[config.mk]
export PLATFORM = sky130hd
export DESIGN_NAME = vga_timing_gen
export DESIGN_NICKNAME = d
export VERILOG_FILES = /design/src/rtl/vga_timing_gen.sv
export SDC_FILE = /design/constraint.sdc
export NUM_CORES = 1
export LEC_CHECK = 0
export ABC_AREA = 1
export CORE_ASPECT_RATIO = 1.75
export CORE_MARGIN = 1
export CORE_UTILIZATION = 54
export CTS_CLUSTER_DIAMETER = 100
export DETAILED_ROUTE_END_ITERATION = 10
export PLACE_DENSITY = 0.87
export RECOVER_POWER = 25
export SLEW_MARGIN = 20
export SYNTH_ARGS = -nofsm -noshare
export SYNTH_HDL_FRONTEND = slang
export SYNTH_SLANG_ARGS = --single-unit
[constraint.sdc]
create_clock -name clk -period 4.76 [get_ports clk]
set_clock_uncertainty 0.05 [all_clocks]
set_input_delay 0.714 -clock clk [delete_from_list [all_inputs] [get_ports clk]]
set_output_delay 0.714 -clock clk [all_outputs]
set_load 0.005 [all_outputs]
[src/rtl/vga_timing_gen.sv]
// Raster timing source for the 1024x768@60 video pipeline: counters, syncs, blanks, frame strobe.
// Optional frame counter enabled by defining VGA_TIMING_FRAME_CNT_EN.
module vga_timing_gen #(
    parameter int   H_ACTIVE = 1024,
    parameter int   H_FP     = 24,
    parameter int   H_SYNC   = 136,
    parameter int   H_BP     = 160,
    parameter int   V_ACTIVE = 768,
    parameter int   V_FP     = 3,
    parameter int   V_SYNC   = 6,
    parameter int   V_BP     = 29,
    parameter logic SYNC_POL = 1'b1
) (
    input  logic        clk,
    input  logic        rst,
    input  logic        pix_en,
    output logic [10:0] vcount,
    output logic        vsync,
    output logic        vblnk,
    output logic [10:0] hcount,
    output logic        hsync,
    output logic        hblnk,
    output logic        frame_start,
    output logic [15:0] frame_cnt
);

    localparam int H_TOTAL = H_ACTIVE + H_FP + H_SYNC + H_BP;
    localparam int V_TOTAL = V_ACTIVE + V_FP + V_SYNC + V_BP;

    if (H_TOTAL > 2048 || V_TOTAL > 2048) begin : g_bad_total
        $error("vga_timing_gen: H_TOTAL/V_TOTAL exceed 11-bit counter range");
    end

    localparam logic [10:0] H_LAST   = 11'(H_TOTAL - 1);
    localparam logic [10:0] V_LAST   = 11'(V_TOTAL - 1);
    localparam logic [10:0] HB_START = 11'(H_ACTIVE);
    localparam logic [10:0] HS_START = 11'(H_ACTIVE + H_FP);
    localparam logic [10:0] HS_END   = 11'(H_ACTIVE + H_FP + H_SYNC);
    localparam logic [10:0] VB_START = 11'(V_ACTIVE);
    localparam logic [10:0] VS_START = 11'(V_ACTIVE + V_FP);
    localparam logic [10:0] VS_END   = 11'(V_ACTIVE + V_FP + V_SYNC);

    logic [10:0] h_next;
    logic [10:0] v_next;
    logic        wrap;
    logic        hblnk_next;
    logic        vblnk_next;
    logic        hsync_next;
    logic        vsync_next;

    // Flags are decoded from the next counter values so they register alongside them.
    always_comb begin
        h_next = hcount + 11'd1;
        v_next = vcount;
        wrap   = 1'b0;
        if (hcount == H_LAST) begin
            h_next = '0;
            if (vcount == V_LAST) begin
                v_next = '0;
                wrap   = 1'b1;
            end else begin
                v_next = vcount + 11'd1;
            end
        end
        hblnk_next = (h_next >= HB_START);
        vblnk_next = (v_next >= VB_START);
        hsync_next = (h_next >= HS_START && h_next < HS_END) ? SYNC_POL : ~SYNC_POL;
        vsync_next = (v_next >= VS_START && v_next < VS_END) ? SYNC_POL : ~SYNC_POL;
    end

    always_ff @(posedge clk) begin
        if (rst) begin
            hcount      <= '0;
            vcount      <= '0;
            hblnk       <= 1'b0;
            vblnk       <= 1'b0;
            hsync       <= ~SYNC_POL;
            vsync       <= ~SYNC_POL;
            frame_start <= 1'b0;
        end else if (pix_en) begin
            hcount      <= h_next;
            vcount      <= v_next;
            hblnk       <= hblnk_next;
            vblnk       <= vblnk_next;
            hsync       <= hsync_next;
            vsync       <= vsync_next;
            frame_start <= wrap;
        end else begin
            frame_start <= 1'b0;
        end
    end

`ifdef VGA_TIMING_FRAME_CNT_EN
    always_ff @(posedge clk) begin
        if (rst) begin
            frame_cnt <= '0;
        end else if (pix_en && wrap) begin
            frame_cnt <= frame_cnt + 16'd1;
        end
    end
`else
    assign frame_cnt = '0;
`endif

endmodule

# Word level (Yosys, flattened, before mapping)
# Cells that the tools add are included.
# Widths: inputs -> output; s select.
[totals]
output_inout_bits = 43
register_bits = 27
word_cells = 28
[op_classes]
bitwise_logic = 2
add_sub_neg = 2
n_reduce_logical = 3
order_cmp = 6
n_eq_ne = 2
mux = 6
[op_table]
columns = ["op", "count"]
rows = [
  ["$mux 11", 3],
  ["$add 11x1->11 const B", 2],
  ["$ge 11x10->1 const B", 2],
  ["$ge 11x11->1 const B", 2],
  ["$eq 11x10->1 const B", 1],
  ["$eq 11x11->1 const B", 1],
  ["$lt 11x10->1 const B", 1],
  ["$lt 11x11->1 const B", 1],
  ["$mux 1", 3],
  ["$reduce_or 3->1", 1],
  ["$logic_and 1x1->1", 2],
  ["$not 1->1", 2],
]

# Longest topological paths before layout
[depth]
depth_word = 6
mapped_depth = 12

# Worst setup path after synthesis
# OpenSTA, ideal clock, no wires.
[synth_path]
path_type = "register to register"
startpoint = "reg hcount[0]"
endpoint = "reg vsync"
t_arrival_ns = 1.572
setup_ns = 0.070
synth_period_minus_slack_ns = 1.691
n_path_buf = 1
setup_slack_ns = 3.069
t_required_ns = 4.640
stages_incl_launch_ff = 13
cell_sequence = "dfxtp_1 -> ha_1 -> nand3_2 -> inv_2 -> nand2_2 -> nor2_2 -> buf_6 -> nand3_2 -> nand2_2 -> nand2_2 -> nor2_1 -> nand4_1 -> a21oi_1"
[synth_between]
elab_chain_len = 5
word_cells_on_any_way = 6
classes_between = "2 x order compare; 1 x eq/ne; 2 x mux; 1 x reduce/logical"
[synth_rtl]
columns = ["element", "line", "rtl"]
rows = [
  ["start: declaration", "20", "output logic [10:0] hcount,"],
  ["start signal: assignment", "81", "hcount <= h_next;"],
  ["$eq 11x11->1 *", "56", "if (hcount == H_LAST) begin"],
  ["$mux 11 *", "56", ""],
  ["$ge 11x10->1 / $lt 11x10->1 (equally long branches)", "68", "vsync_next = (v_next >= VS_START && v_next < VS_END) ? SYNC_POL : ~SYNC_POL;"],
  ["$logic_and 1x1->1 *", "68", ""],
  ["$mux 1 *", "68", ""],
  ["end signal: assignment", "78", "vsync <= ~SYNC_POL;"],
  ["end signal: assignment", "86", "vsync <= vsync_next;"],
  ["end: declaration", "18", "output logic vsync,"],
]
# Every way passes the cells marked *; elsewhere a longest branch is shown, timed or not.
# A chain may end at the register's enable or synchronous reset.

==> results_tabular.tex <==
\begin{tabular}{lr}
\hline
Metric & Value \\
\hline
\multicolumn{2}{l}{\textbf{Pwr}} \\
Sw frac & 27.4\% \\
Internal power & 337 uW \\
Power share of the sequential group & 52.2\% \\
Switching power & 127 uW \\
Pwr dens & 212 mW/mm\^{}2 \\
Clock network fraction of design power & 30.2\% \\
Worst supply voltage drop on vdd & 0.186 mV \\
Combinational power share & 17.6\% \\
Leakage power of the design & between 0.001 and 0.0015 uW \\
\multicolumn{2}{l}{\textbf{Timing}} \\
Final worst path period share & 63.2\% \\
Slew @ Worst Pin & 1120 ps \\
Setup repair after global routing missed its margin & no \\
Setup tns final & 0 ps \\
Final-report hold violation count & 0 \\
Final Slew Violations & 0 \\
Count of final setup violators & 0 \\
Clock period minus worst slack & 3010 ps \\
Max transition margin & about a quarter \\
Hold Slack & 416 ps \\
Fmax & 333 MHz \\
\multicolumn{2}{l}{\textbf{Route}} \\
Final antenna-violating net count & 0 \\
Pre-antenna DRT Iters & 4 \\
Post-detailed-route wirelength per cell & 12.2 um \\
Routed WL & 4.62 mm \\
Iter 0 DRT Violations & 69 \\
DRC Markers & 0 \\
Via count normalized by instance count & 5.14 \\
Via count of the routed design & 1952 \\
\multicolumn{2}{l}{\textbf{Logic synthesis}} \\
Post-Synthesis Cell Area & 0.00191 sq mm \\
Leading register cell type out of synthesis & dfxtp\_1 \\
Synth cell types & 26 \\
FFs w/ async S/R, synth & 0\% \\
Syn Area/Cell & slightly above 6 sq um \\
Post-synth EDFFs & 0 \\
Number of storage elements in the synthesis netlist & 26 \\
Gate count of the mapped netlist & about 300 \\
Part of the Yosys area used for sequential elements & 27.3\% \\
Synth warn & 0 \\
\multicolumn{2}{l}{\textbf{CTS}} \\
Clock latency of the later-clocked register in the worst-skew pair & between 200 and 300 ps \\
Resized Gates After CTS & 0 \\
Cts bufs inserted & 3 \\
CTS Sinks & 26 \\
Cell chosen for the clock root & clkbuf\_8 \\
Largest buffer count on any clock path & 2 \\
Clock-pin slew of the registers on the worst-case setup and hold paths & 90 ps \\
Number of hold-repair buffers added at the cts stage & 0 \\
Htree depth & 1 \\
Post-CTS setup buffer count & 0 \\
TritonCTS clock tree & done \\
\multicolumn{2}{l}{\textbf{Global route}} \\
Via count of the first global-routing pass & around 1800 \\
First-pass GRT wire length & 7.69 mm \\
Global-route total usage across every layer & 27.6\% \\
Largest net degree at the start of global routing & 31 \\
Total congestion overflow & 0 \\
Antenna violations before repair & 0 \\
\multicolumn{2}{l}{\textbf{Floorplanning}} \\
Area of the die & 0.00378 sq mm \\
Die height & 80.6 um \\
Initial Util & 56.7\% \\
Die extent in x & 46.9 um \\
I/O pins & 46 \\
Number of core rows & 28 \\
Placeable Area & roughly 0.0034 sq mm \\
\multicolumn{2}{l}{\textbf{Worst setup path}} \\
Startpoint kind of the worst setup timing path & primary input \\
Required time at the endpoint of the critical path & 4910 ps \\
Worst Path Class, Setup & in -> reg \\
Critical Path Sink Type & flip-flop \\
Arrival time at the worst endpoint & 3150 ps \\
Maximum fanout encountered on the critical timing path & 30 \\
\multicolumn{2}{l}{\textbf{Layout}} \\
Top library cells by usage in the layout, fill and taps aside & nand2\_1 (78), inv\_1 (41), nor2\_1 (36) \\
Share of cells above drive strength 1 & 7.46\% \\
Fill cell instance count of the final layout & 340 \\
Area added between synthesis and finish & 15.1\% \\
Number of diodes added for antenna fixing & 0 \\
Number of nets in the final layout & 342 \\
Commonest non-fill, non-tap cell in the layout & nand2\_1 \\
Post-route cell area & 0.00219 sq mm \\
\multicolumn{2}{l}{\textbf{Place}} \\
Post-DP HPWL & 3.52 mm \\
Final RePlAce weighted congestion & 0.824 \\
Buffers on Ports & 29 \\
Instance area at placement & $\sim$0.0021 sq mm \\
\multicolumn{2}{l}{\textbf{Min path}} \\
Hold/Removal Path Class & reg -> reg \\
\multicolumn{2}{l}{\textbf{Run}} \\
Total of max-cap violations & 0 \\
\multicolumn{2}{l}{\textbf{Outcome}} \\
Result of the run & finished, final reports clean \\
\hline
\end{tabular}
Yosys cell counts (all sizes together), types with 4 or more instances:
master  instances  area share, %
o21ai          18            4.7
nor2           41            9.1
a21oi          22            5.8
nand4           5            1.6
clkbuf          5            1.5
buf            19            7.9
nand3          26            8.1
nand2          85             18
o211ai          4            1.6
inv            44            8.7
dfxtp          26             27
final timing paths:
check | startpoint | endpoint | slack, ps | depth (start not counted)
max reg2reg | hcount[0] | vsync | 2560 | 11
max | pix_en | vsync | 1750 | 9
min | hsync | hsync | 420 | 2
min reg2reg | hsync | hsync | 420 | 2
power by group through the flow:
stage | sequential (uW) | combinational [uW] | clock, uW
2_1_floorplan | 245 | 59.8 | 0
3_3_place_gp | 247 | 80.6 | 0
3_5_place_dp | 248 | 82.4 | 0
4_1_cts | 243 | 83.4 | 143
5_1_grt | 245 | 92.7 | 150
6_report | 243 | 81.7 | 140
through the flow:
step	std cells	setup WS, ps	power [uW]	utilization [%]
floorplan	324	3070	305	-
global placement	376	2260	328	63.8
CTS	380	2400	469	65.4
finish	380	1750	464	65.2
global route	380	1430	487	65.2
detailed placement	376	2180	330	63.8
registers in the layout (all words and copies together), names as in the netlist:
| register | count |
|---|---|
| hcount | 11 |
| hsync | 1 |
| vcount | 11 |
| vsync | 1 |
| frame_start | 1 |
| vblnk | 1 |
critical path, cell delays in order:
cell and delay, ps:
clkdlybuf4s50_1 470, clkbuf_1 830, clkinv_1 170, buf_4 250, nor2_1 260, nand2_2 90
nor2_1 120, nand4_1 110, a21oi_1 120
routing by layer:
layer / global-route usage (%) / routed length, um / vias to the layer above
met5: 0 / 0 / -
li1: - / - / 996
met4: 9.43 / 62 / 0
met2: 51.5 / 2600 / 62
met1: 30.6 / 1750 / 888
met3: 1.57 / 210 / 6
area by class of cell:
| cell class | instances | area, sq um | share of cell area (%) |
|---|---|---|---|
| flip-flops and latches | 26 | 520 | 23.7 |
| well taps | 45 | 56.3 | 2.57 |
| inverters | 45 | 169 | 7.70 |
| multi-input cells | 229 | 1090 | 49.7 |
| clock buffers | 4 | 55.1 | 2.51 |
| repair buffers | 31 | 302 | 13.7 |
kinds of logic (layout without fill, tap and decap cells):
| group | Yosys count | in the layout | share of synthesized area, % |
|---|---|---|---|
| DFF | 26 | 26 | 27.3 |
| adders and majority gates | 3 | 3 | 1.97 |
| buffers and inverters | 69 | 80 | 18.3 |
| and+or+nand+nor | 159 | 159 | 37.3 |
| xor gates and xnor gates | 3 | 3 | 1.38 |
| AOI/OAI and AO/OA | 48 | 48 | 13.6 |
| other | 1 | 16 | 0.197 |
No activity file was read; power rests on OpenSTA's default activity.
